--- src/rtl/unidade_mul_div_if.sv ---
// Operand/result bundle between execute-stage control and the iterative
// multiply/divide unit.
interface unidade_mul_div_if #(parameter int LARGURA = 32);
  logic               inicio;
  logic               operacao;
  logic [LARGURA-1:0] A;
  logic [LARGURA-1:0] B;
  logic [LARGURA-1:0] resultado;
  logic [LARGURA-1:0] complemento;
  logic               ocupado;
  logic               pronto;
  logic               div_zero;

  modport master (
    output inicio, operacao, A, B,
    input  resultado, complemento, ocupado, pronto, div_zero
  );

  modport slave (
    input  inicio, operacao, A, B,
    output resultado, complemento, ocupado, pronto, div_zero
  );
endinterface

--- src/rtl/unidade_mul_div.sv ---
// Iterative unsigned multiply (shift-add) / divide (restoring) unit.
// Fixed ITERACOES-cycle sequence, with an immediate result for divide-by-zero.
module unidade_mul_div #(
  parameter int LARGURA   = 32,
  parameter int ITERACOES = 32
) (
  input  logic              clock,
  input  logic              reset,
  unidade_mul_div_if.slave  bus
);
  localparam int CW = $clog2(ITERACOES);
  localparam logic [CW-1:0] ULTIMO = CW'(ITERACOES - 1);

  typedef enum logic [1:0] {OCIOSO, CALCULA, FIM} estado_t;

  estado_t              estado;
  logic                 op_r;
  logic [LARGURA-1:0]   b_r;
  logic [CW-1:0]        cnt;
  logic [2*LARGURA-1:0] acc;
  logic [LARGURA-1:0]   resto;
  logic [LARGURA-1:0]   quoc;
  logic [LARGURA-1:0]   resultado_r, complemento_r;
  logic                 ocupado_r, pronto_r, div_zero_r;

  logic [LARGURA:0]     soma;
  logic [2*LARGURA-1:0] acc_nx;
  logic [LARGURA:0]     desl, dif;
  logic [LARGURA-1:0]   resto_nx, quoc_nx;

  always_comb begin
    soma   = {1'b0, acc[2*LARGURA-1:LARGURA]} + (acc[0] ? {1'b0, b_r} : '0);
    acc_nx = {soma, acc[LARGURA-1:1]};
    desl   = {resto, quoc[LARGURA-1]};
    // Partial remainder stays below 2*B, so the difference's top bit is a clean borrow.
    dif    = desl - {1'b0, b_r};
    if (!dif[LARGURA]) begin
      resto_nx = dif[LARGURA-1:0];
      quoc_nx  = {quoc[LARGURA-2:0], 1'b1};
    end else begin
      resto_nx = desl[LARGURA-1:0];
      quoc_nx  = {quoc[LARGURA-2:0], 1'b0};
    end
  end

  always_ff @(posedge clock) begin
    if (!reset) begin
      estado        <= OCIOSO;
      op_r          <= 1'b0;
      b_r           <= '0;
      cnt           <= '0;
      acc           <= '0;
      resto         <= '0;
      quoc          <= '0;
      resultado_r   <= '0;
      complemento_r <= '0;
      ocupado_r     <= 1'b0;
      pronto_r      <= 1'b0;
      div_zero_r    <= 1'b0;
    end else begin
      case (estado)
        OCIOSO, FIM: begin
          if (bus.inicio) begin
            op_r  <= bus.operacao;
            b_r   <= bus.B;
            cnt   <= '0;
            acc   <= {{LARGURA{1'b0}}, bus.A};
            resto <= '0;
            quoc  <= bus.A;
            if (bus.operacao && bus.B == '0) begin
              estado        <= FIM;
              ocupado_r     <= 1'b0;
              pronto_r      <= 1'b1;
              resultado_r   <= '1;
              complemento_r <= bus.A;
              div_zero_r    <= 1'b1;
            end else begin
              estado    <= CALCULA;
              ocupado_r <= 1'b1;
              pronto_r  <= 1'b0;
            end
          end else begin
            estado   <= OCIOSO;
            pronto_r <= 1'b0;
          end
        end
        CALCULA: begin
          acc   <= acc_nx;
          resto <= resto_nx;
          quoc  <= quoc_nx;
          cnt   <= cnt + 1'b1;
          if (cnt == ULTIMO) begin
            estado        <= FIM;
            ocupado_r     <= 1'b0;
            pronto_r      <= 1'b1;
            div_zero_r    <= 1'b0;
            resultado_r   <= op_r ? quoc_nx  : acc_nx[LARGURA-1:0];
            complemento_r <= op_r ? resto_nx : acc_nx[2*LARGURA-1:LARGURA];
          end
        end
        default: estado <= OCIOSO;
      endcase
    end
  end

  assign bus.resultado   = resultado_r;
  assign bus.complemento = complemento_r;
  assign bus.ocupado     = ocupado_r;
  assign bus.pronto      = pronto_r;
  assign bus.div_zero    = div_zero_r;
endmodule

--- src/flat_wrapper.sv ---
// flat-port wrapper written by rule: the top's interface ports become plain ports
module unidade_mul_div_flat 
#(
  parameter int LARGURA   = 32,
  parameter int ITERACOES = 32
)
  (clock, reset, bus_inicio, bus_operacao, bus_A, bus_B, bus_resultado, bus_complemento, bus_ocupado, bus_pronto, bus_div_zero);
  unidade_mul_div_if #(.LARGURA(LARGURA)) bus_i ();
  input  logic clock;
  input  logic reset;
  input wire logic [$bits(bus_i.inicio)-1:0] bus_inicio;
  input wire logic [$bits(bus_i.operacao)-1:0] bus_operacao;
  input wire logic [$bits(bus_i.A)-1:0] bus_A;
  input wire logic [$bits(bus_i.B)-1:0] bus_B;
  output wire logic [$bits(bus_i.resultado)-1:0] bus_resultado;
  output wire logic [$bits(bus_i.complemento)-1:0] bus_complemento;
  output wire logic [$bits(bus_i.ocupado)-1:0] bus_ocupado;
  output wire logic [$bits(bus_i.pronto)-1:0] bus_pronto;
  output wire logic [$bits(bus_i.div_zero)-1:0] bus_div_zero;
  assign bus_i.inicio = bus_inicio;
  assign bus_i.operacao = bus_operacao;
  assign bus_i.A = bus_A;
  assign bus_i.B = bus_B;
  assign bus_resultado = bus_i.resultado;
  assign bus_complemento = bus_i.complemento;
  assign bus_ocupado = bus_i.ocupado;
  assign bus_pronto = bus_i.pronto;
  assign bus_div_zero = bus_i.div_zero;
  unidade_mul_div #(.LARGURA(LARGURA), .ITERACOES(ITERACOES)) u_core (.clock(clock), .reset(reset), .bus(bus_i));
endmodule
--- config.mk ---
export PLATFORM = sky130hd
export DESIGN_NAME = unidade_mul_div_flat
export DESIGN_NICKNAME = d
export VERILOG_FILES = /design/src/rtl/unidade_mul_div_if.sv /design/src/rtl/unidade_mul_div.sv /design/src/flat_wrapper.sv
export SDC_FILE = /design/constraint.sdc
export NUM_CORES = 1
export LEC_CHECK = 0
export CORE_MARGIN = 4
export CORE_UTILIZATION = 41
export CTS_CLUSTER_DIAMETER = 40
export DETAILED_ROUTE_END_ITERATION = 8
export PLACE_DENSITY = 0.65
export SLEW_MARGIN = 20
export SYNTH_ARGS = -nofsm -noshare
export SYNTH_HDL_FRONTEND = slang
export SYNTH_SLANG_ARGS = --single-unit
--- constraint.sdc ---
create_clock -name clock -period 3.3 [get_ports clock]
set_clock_uncertainty 0.2 [all_clocks]
set_input_delay 0.66 -clock clock [delete_from_list [all_inputs] [get_ports clock]]
set_output_delay 0.66 -clock clock [all_outputs]
set_load 0.02 [all_outputs]
# Yosys cells after proc, flatten, opt, wreduce, memory -nomap -nowiden
# Index checks and enable logic that the tools add are counted.
word_totals:
  register_bits: 235
  latchBits: 0
  ramBits: 0
  mem_bits_ro: 0
  output_inout_bits: 67
  n_memories: 0
op_classes:
  n_addsub: 3
  multipliers: 0
  div_mod_pow: 0
  magnitude_cmp: 0
  n_eq_ne: 6
  shift: 0
  mux: 36
  bitwise: 0
  n_reduce_logical: 10
ops:
  columns: ["operator", "count"]
  rows:
  - ["32-bit 2-to-1 mux", 12]
  - ["32-bit case mux with 2 select lines", 4]
  - ["64-bit case mux with 2 select lines", 1]
  - ["64-bit 2-to-1 mux", 1]
  - ["32-bit by 33-bit adder with 33-bit output", 1]
  - ["33-bit by 32-bit subtractor with 33-bit output", 1]
  - ["32-bit logical NOT", 1]
  - ["5-bit case mux with 2 select lines", 1]
  - ["1-bit 2-to-1 mux", 9]
  - ["2-bit 2-to-1 mux", 3]
  - ["1-bit case mux with 2 select lines", 3]
  - ["2-bit AND reduction", 3]
  - ["5-bit by 1-bit adder with 5-bit output, second input constant", 1]
  - ["5-bit == test, second input constant", 1]
  - ["5-bit 2-to-1 mux", 1]
  - ["2-bit by 1-bit inequality test with 1-bit output, second input constant", 2]
  - ["2-bit case mux with 2 select lines", 1]
  - ["4-bit AND reduction", 1]
  - ["3-bit AND reduction", 1]
  - ["2-bit by 1-bit == test with 1-bit output, second input constant", 1]
  - ["2-bit == test, second input constant", 1]
  - ["2-bit logical NOT", 1]
  - ["2-bit inequality test, second input constant", 1]
  - ["2-bit nonzero test", 1]
  - ["2 further kinds", 2]

# Depth between registers and ports, before layout
# Gate-level depths: netlist (run 1).
depth:
  ltp_word: 5
  mapped_depth: 15
  ltp_nobuf: 13

# Least setup slack after synthesis (run 1)
# No wires, ideal clock.
synth_timing:
  kind: "register to register"
  from: "register u_core.acc[0]"
  to: "register u_core.complemento_r[26], in the netlist u_core.bus.complemento[26]"
  setup_time_ns: 0.116
  arrival_ns: 2.897
  required_time_ns: 2.984
  slack_ns: 0.087
  path_stages_with_launch: 13
  n_path_buf: 1
  period_less_slack_ns: 3.213
  path_cell_list: "dfxtp_1 > clkbuf_1 > and2_1 > ha_1 > a21o_1 > a311o_1 > a21o_1 > a21oi_2 > o22a_2 > a21boi_2 > or4_1 > a21o_1 > a41o_1"
synth_via:
  elab_chain_len: 5
synth_rtl:
  columns: ["element", "line_no", "text"]
  rows:
  - ["start: declaration", "unidade_mul_div.sv:20", "logic [2*LARGURA-1:0] acc;"]
  - ["start signal: assignment", "unidade_mul_div.sv:67", "acc <= {{LARGURA{1'b0}}, bus.A};"]
  - ["start signal: assignment", "unidade_mul_div.sv:88", "acc <= acc_nx;"]
  - ["32-bit 2-to-1 mux", "unidade_mul_div.sv:32", "soma = {1'b0, acc[2*LARGURA-1:LARGURA]} + (acc[0] ? {1'b0, b_r} : '0);"]
  - ["32-bit by 33-bit adder with 33-bit output", "unidade_mul_div.sv:32", null]
  - ["32-bit 2-to-1 mux", "unidade_mul_div.sv:98", "complemento_r <= op_r ? resto_nx : acc_nx[2*LARGURA-1:LARGURA];"]
  - ["32-bit 2-to-1 mux", "unidade_mul_div.sv:92", "if (cnt == ULTIMO) begin"]
  - ["32-bit case mux with 2 select lines", "unidade_mul_div.sv:61", "case (estado)"]
  - ["end signal: assignment", "unidade_mul_div.sv:75", "complemento_r <= bus.A;"]
  - ["end signal: assignment", "unidade_mul_div.sv:98", null]
  - ["end: declaration", "unidade_mul_div.sv:23", "logic [LARGURA-1:0] resultado_r, complemento_r;"]
# No other way between the ends. The select of a mux whose other input is x is not followed.
# A chain may end at the register's enable or synchronous reset.

# Worst setup path in the final report (run 1)
layout_timing:
  from: "register u_core.acc[0]"
  to: "register u_core.complemento_r[23], in the netlist u_core.bus.complemento[23]"
# The elaborated chain is that of the path after synthesis.

==> results of run 1 <==
## sequential cells by signal, summed over array words and instances, names as in the netlist, 2 cells and up
name,flops
u_core.b_r,32
u_core.quoc,32
u_core.bus.resultado,32
u_core.acc,64
u_core.estado,2
u_core.resto,32
u_core.bus.complemento,32
u_core.cnt,5
## kinds of logic (layout without fill, tap and decap cells)
| kind of cell | count (synthesis) | count (layout) | share of synthesized area |
|---|---|---|---|
| AO/OA/AOI/OAI | 624 | 627 | 0.297 |
| XOR/XNOR | 39 | 39 | 0.0248 |
| adder cells (fa/ha/maj) | 68 | 68 | 0.0629 |
| buffers and inverters | 178 | 506 | 0.0529 |
| flip-flops | 235 | 235 | 0.342 |
| multiplexers | 33 | 33 | 0.0240 |
| other | 0 | 1 | 0 |
| AND/OR/NAND/NOR | 580 | 580 | 0.196 |
## worst max-delay path: cells and delay by family, from the launching register on
family                   cells  cell delay (ns)
flip-flops                   1             0.39
buffers and inverters        3             0.47
adder cells (fa/ha/maj)      2             0.56
AND/OR/NAND/NOR              4             0.45
XOR/XNOR                     1             0.16
AO/OA/AOI/OAI                5             1.03
## where the power goes
part	switching, mW	internal (mW)	leakage, nW	total [mW]
combinational	2.27	1.99	5.20	4.26
sequential	0.179	3.03	1.92	3.21
clock	1.53	2.60	0.647	4.14
total	3.98	7.63	7.76	11.6
## through the flow
| step | hold WS, ns | cell area, um^2 | instances | setup WS (ns) |
|---|---|---|---|---|
| global route | 0.284 | 19700 | 2531 | -0.222 |
| finish | 0.271 | 19700 | 2531 | -0.0896 |
| global placement | 0.245 | 17000 | 2431 | -0.644 |
| CTS | 0.269 | 18900 | 2517 | -0.0525 |
| detailed placement | 0.257 | 17000 | 2431 | -0.719 |
| floorplan | 0.236 | 13800 | 1757 | 0.0868 |
## layout make-up
class / instances / area share
Tap cell: 442 / 0.0281
Clock buffer: 49 / 0.0574
Antenna cell: 1 / 0.000127
Clock inverter: 24 / 0.0113
Sequential cell: 235 / 0.240
Timing Repair Buffer: 379 / 0.175
Inverter: 54 / 0.0106
Multi-Input combinational cell: 1347 / 0.477
## routing by layer
metal	wire, um	vias up	track usage
met5	17	-	0
met4	1680	2	0.0851
met3	4640	107	0.0464
met2	23700	637	0.426
met1	22300	7072	0.375
li1	-	6989	-
## worst max path at each step
stage / slack [ns] / endpoint / from / cells past startpoint
4_1_cts: -0.05 / u_core.bus.complemento[29] / u_core.acc[0] / 15
3_3_place_gp: -0.64 / u_core.bus.complemento[19] / bus_B[31] / 11
5_1_grt: -0.22 / u_core.bus.complemento[30] / u_core.acc[0] / 14
2_1_floorplan: 0.09 / u_core.bus.complemento[26] / u_core.acc[0] / 12
3_5_place_dp: -0.72 / u_core.bus.complemento[19] / bus_B[31] / 11
6_report: -0.09 / u_core.bus.complemento[23] / u_core.acc[0] / 15
## cells in the mapped netlist, types with 4 or more instances
cell,n
a211oi_1,42
a21boi_0,5
a21boi_2,6
a21o_1,48
a21oi_1,227
a21oi_2,7
a22oi_1,83
a311oi_1,5
a31o_2,7
a31oi_1,15
a32oi_1,6
and2_1,46
and3_1,16
buf_1,6
buf_2,9
buf_6,5
clkbuf_1,101
dfxtp_1,235
ha_1,66
inv_1,53
mux2i_1,33
nand2_1,238
nand2b_1,13
nand3_1,36
nand4_1,18
nor2_1,124
nor2b_1,6
nor3_1,29
nor4_1,12
o2111ai_1,5
o211a_1,4
o211ai_1,23
o21a_1,7
o21ai_0,69
o21ai_1,12
o21bai_1,6
o311a_1,10
or3_1,23
xnor2_1,21
xor2_1,18
## repair_timing
| action | in CTS | in global routing |
|---|---|---|
| resized for setup | 89 | 125 |
| pin swaps | 39 | 80 |
| setup endpoints to repair | 93 | 100 |
| buffers inserted | 10 | 12 |
| cloned | 5 | 2 |
==> results.toml, run 1 <==
[synth]
synth_warnings = 0
synth-seq-area-share = 0.342
yosysUniqueCellTypes = 81
netlist_area_um2 = 13800
synth_edf_count = 0
synth-main-ff-cell = "dfxtp_1"
ys_ff_latch = 235
yosysTopAreaCell = "dfxtp_1"
synth_cells = 1757
async_reset_ff_frac = 0
synth_nets = 1893
ys_top_cells_by_area = "dfxtp_1, a21oi_1, nand2_1"
avgSynthCellArea_um2 = 7.83
yosys.area.top_type_share = 0.342

[power]
p_leak_nw = 7.76
vdd_ir_drop_max_mv = 0.335
powerDensity_nw_per_um2 = 591
p_total_mw = 11.6

[placement]
io_buffers = 134
hpwl_um = 35700
gp_congestion = 0.936

[clock_tree]
cts_tree = "built"
clk_pin_slew_worst_paths_ns = 0.06
cts_sinks = 235
clockBufferDepth = 3
cts.root.buffer_cell = "clkbuf_16"
cts-htree-levels = 2
cts_buffers = 40
clk_latency_ns = 0.53
ctsHoldBuffers = 0

[worst_hold_path]
holdCritPathClass = "reg -> reg"
holdPathStages = 2
hold-path-endpoint = "u_core.b_r[4]"
holdCritStartpoint = "u_core.b_r[4]"

[floorplan]
die_x_um = 191
rows = 66
die_h_um = 191
start_util = 0.420
dieArea_um2 = 36600
ios = 135
core-area_um2 = 32800

[worst_setup_path]
r2r_setup_slack_ns = -0.09
worstReg2RegEnd = "u_core.bus.complemento[23]"
r2r.worst_path.cells = 15
rr_startpoint = "u_core.acc[0]"
worstPathRequired_ns = 3.51
start_kind = "flip-flop"
cpMaxStageDelayCell = "dfxtp_4"
crit_arrival_ns = 3.60
path_cells = "and2_4 -> ha_4 -> fa_2 -> a21oi_4 -> nor3b_4 -> o211ai_1 -> buf_4 -> o21ai_4 -> a21oi_4 -> buf_6 -> nor2_4 -> buf_6 -> xor2_4 -> and2_4 -> o311a_1"
slowest_delay_ns = 0.39
critPathKind = "reg -> reg"
critPathCaptureType = "flip-flop"
crit_fanout = 5

[drt]
drt_pre_antenna_iters = 5
drc = 0
vias = 14800
ant_nets = 0
drt_iter0_drc = 1289
route.final.wire_length_um = 52300
avgViaCountPerCell = 5.85
wl_per_cell_um = 20.7

[global_routing]
track_usage = 0.269
grt_pass1_wl_um = 78400
grt_pass1_vias = 14100
grt-ovfl-total = 0
grt_max_degree = 95
antenna_found_initial = 2

[timing]
tightest_slew_ns = 1.07
fmax_ghz = 0.295
hold_violations = 0
rsz0062_at_grt = "true"
timing.final.ws_setup_ns = -0.0896
slew_viol_final = 0
period_needed_ns = 3.39
min_period_over_period = 1.03
tns_ns = -0.499
relSlewSlack = 0.284
setup_viol = 11

[status]
violations = "negative setup slack"
status = "complete, but fails checks"

[final_layout]
layout.nets = 2193
final_cell_mix = "nand2_1, dfxtp_1, buf_4, a21oi_1, clkdlybuf4s50_1"
multiInputGateArea_um2 = 9370
fin_util = 0.599
syn2layout_area_growth_pct = 42.8
mostFrequentLayoutCell = "nand2_1"
num-fill-cells = 2905
drive_above_1_share = 0.240
seq_area_um2 = 4720

[job]
drv_cap = 0
Note: power is estimated with default switching activity, not from simulation.
==> run 2, diff against run 1 <==
--- a/config.mk
+++ b/config.mk
@@ -5,11 +5,12 @@
 export SDC_FILE = /design/constraint.sdc
 export NUM_CORES = 1
 export LEC_CHECK = 0
+export ABC_AREA = 1
 export CORE_MARGIN = 4
 export CORE_UTILIZATION = 41
 export CTS_CLUSTER_DIAMETER = 40
 export DETAILED_ROUTE_END_ITERATION = 8
-export PLACE_DENSITY = 0.65
+export PLACE_DENSITY = 0.64
 export SLEW_MARGIN = 20
 export SYNTH_ARGS = -nofsm -noshare
 export SYNTH_HDL_FRONTEND = slang
==> results.toml, run 2 <==
[worst_hold_path]
holdCritPathClass = "reg -> reg"
holdCritStartpoint = "u_core.bus.resultado[27]"
holdPathStages = 1

[power]
powerDensity_nw_per_um2 = 477
p_leak_nw = 8.96
p_total_mw = 8.77
vdd_ir_drop_max_mv = 0.371

[worst_setup_path]
path_cells = "buf_12 -> nand2_1 -> inv_1 -> ha_1 -> nand2_1 -> nor2_1 -> inv_1 -> nor2_1 -> nand2_1 -> nand2_1 -> nand2_1 -> nand2_1 -> nand2_1 -> nand3_1 -> nand2_1 -> inv_1 -> nand2_1 -> a21oi_1"
crit_fanout = 23
slowest_delay_ns = 0.38
path_common_cell = "nand2_1"
critPathCaptureType = "flip-flop"
cpMaxStageDelayCell = "ha_1"
worstPathRequired_ns = 3.55
crit_path_start = "u_core.acc[0]"
rr_startpoint = "u_core.acc[0]"
start_kind = "flip-flop"
critPathKind = "reg -> reg"
r2r.worst_path.cells = 18
crit_arrival_ns = 3.31

[status]
status = "complete, no violations"

[global_routing]
grt_max_degree = 115
antenna_found_initial = 0
grt-ovfl-total = 0
grt_pass1_vias = 15700
grt_pass1_wl_um = 89400
track_usage = 0.276

[synth]
yosysMostFrequentCell = "nand2_1"
synth_nets = 2647
synth_warnings = 0
yosysUniqueCellTypes = 43
avgSynthCellArea_um2 = 6.09
ys_top_cells_by_area = "dfxtp_1, nand2_1, inv_1"
synth-main-ff-cell = "dfxtp_1"
synth_edf_count = 0
netlist_area_um2 = 15300
synth-seq-area-share = 0.308
async_reset_ff_frac = 0
ys_ff_latch = 235
yosysTopAreaCell = "dfxtp_1"
synth_common_cells = "nand2_1, inv_1, dfxtp_1"
synth_cells = 2511
yosys.area.top_type_share = 0.308

[final_layout]
largest_reg_flops = 64
fin_util = 0.501
layout.nets = 2745
final_area_um2 = 18400
seq_area_um2 = 4710
final_cell_mix = "nand2_1, inv_1, dfxtp_1, a21oi_1, nand3_1"
antenna_cells = 0
max_flop_register = "u_core.acc"
drive_above_1_share = 0.0599
num-fill-cells = 3794
mostFrequentLayoutCell = "nand2_1"
syn2layout_area_growth_pct = 20.2
multiInputGateArea_um2 = 8800

[drt]
route.final.wire_length_um = 57800
avgViaCountPerCell = 5.32
vias = 16500
ant_nets = 0
drt_pre_antenna_iters = 5
drt_iter0_drc = 1417
drc = 0
wl_per_cell_um = 18.6

[placement]
io_buffers = 134
placed_area_um2 = 17100
gp_congestion = 0.995
hpwl_um = 44400

[clock_tree]
cts_sinks = 235
cts-resized-gates = 0
cts_buffers = 38
clockBufferDepth = 3
clk_pin_slew_worst_paths_ns = 0.06
clk_latency_ns = 0.53
ctsHoldBuffers = 0
cts-htree-levels = 2
cts_tree = "built"
cts_setup_buffers = 0
cts.root.buffer_cell = "clkbuf_16"

[timing]
relSlewSlack = 0.362
fmax_ghz = 0.327
hold_violations = 0
tightest_slew_ns = 0.957
min_period_over_period = 0.927
period_needed_ns = 3.06
slew_viol_final = 0
rsz0062_at_grt = "false"
setup_viol = 0

[floorplan]
die_h_um = 201
ios = 135
start_util = 0.417
core-area_um2 = 36700
die_x_um = 201
rows = 70
dieArea_um2 = 40500

[job]
drv_cap = 0
[run 2: where the power goes]
group	internal, mW	switching, mW
registers	3.01	0.123
logic	0.538	1.04
clock network	2.54	1.53
[run 2: per-stage QoR]
stage          instances  hold WS [ns]  setup WS [ns]  TNS [ns]
2_1_floorplan       2511         0.237          0.860         0
6_report            3107         0.262          0.240         0
5_1_grt             3107         0.281         0.0773         0
3_5_place_dp        3037         0.254        -0.0331   -0.0331
3_3_place_gp        3037         0.250        -0.0118   -0.0160
4_1_cts             3107         0.267          0.303         0
[run 2: cell type report]
type                            count  area share
Clock inverter                     26      0.0159
Timing Repair Buffer              168      0.0906
Multi-Input combinational cell   1811       0.479
Inverter                          355      0.0727
Clock buffer                       44      0.0546
Sequential cell                   235       0.256
Tap cell                          468      0.0318
[run 2: cell families (layout without fill, tap and decap cells)]
family          Yosys count  after routing  share of synthesized area
xor+xnor                 29             29                     0.0166
compound gates          431            431                      0.161
buf+inv                 465            593                      0.118
flops                   235            235                      0.308
fa+ha+maj                68             68                     0.0566
simple gates           1283           1283                      0.340
[run 2: final timing paths]
kind / slack (ns) / end
min: 0.26 / u_core.bus.resultado[27]
max: 0.24 / u_core.bus.complemento[29]
min reg2reg: 0.26 / u_core.bus.resultado[27]
max reg2reg: 0.24 / u_core.bus.complemento[29]
[run 2: critical path: cells and delay by family, from the launching register on]
| family | cells | cell delay (ns) |
|---|---|---|
| compound gates | 1 | 0.16 |
| flops | 1 | 0.34 |
| fa+ha+maj | 1 | 0.38 |
| buf+inv | 4 | 0.41 |
| simple gates | 12 | 1.46 |
[run 2: layer usage]
metal / wire length (um) / up-vias / track usage / part of all wire
met5: 0 / - / 0 / 0
met4: 2490 / 0 / 0.107 / 0.043
met3: 3880 / 134 / 0.0417 / 0.067
met2: 25600 / 610 / 0.437 / 0.44
met1: 25800 / 7602 / 0.381 / 0.45
li1: - / 8168 / - / -
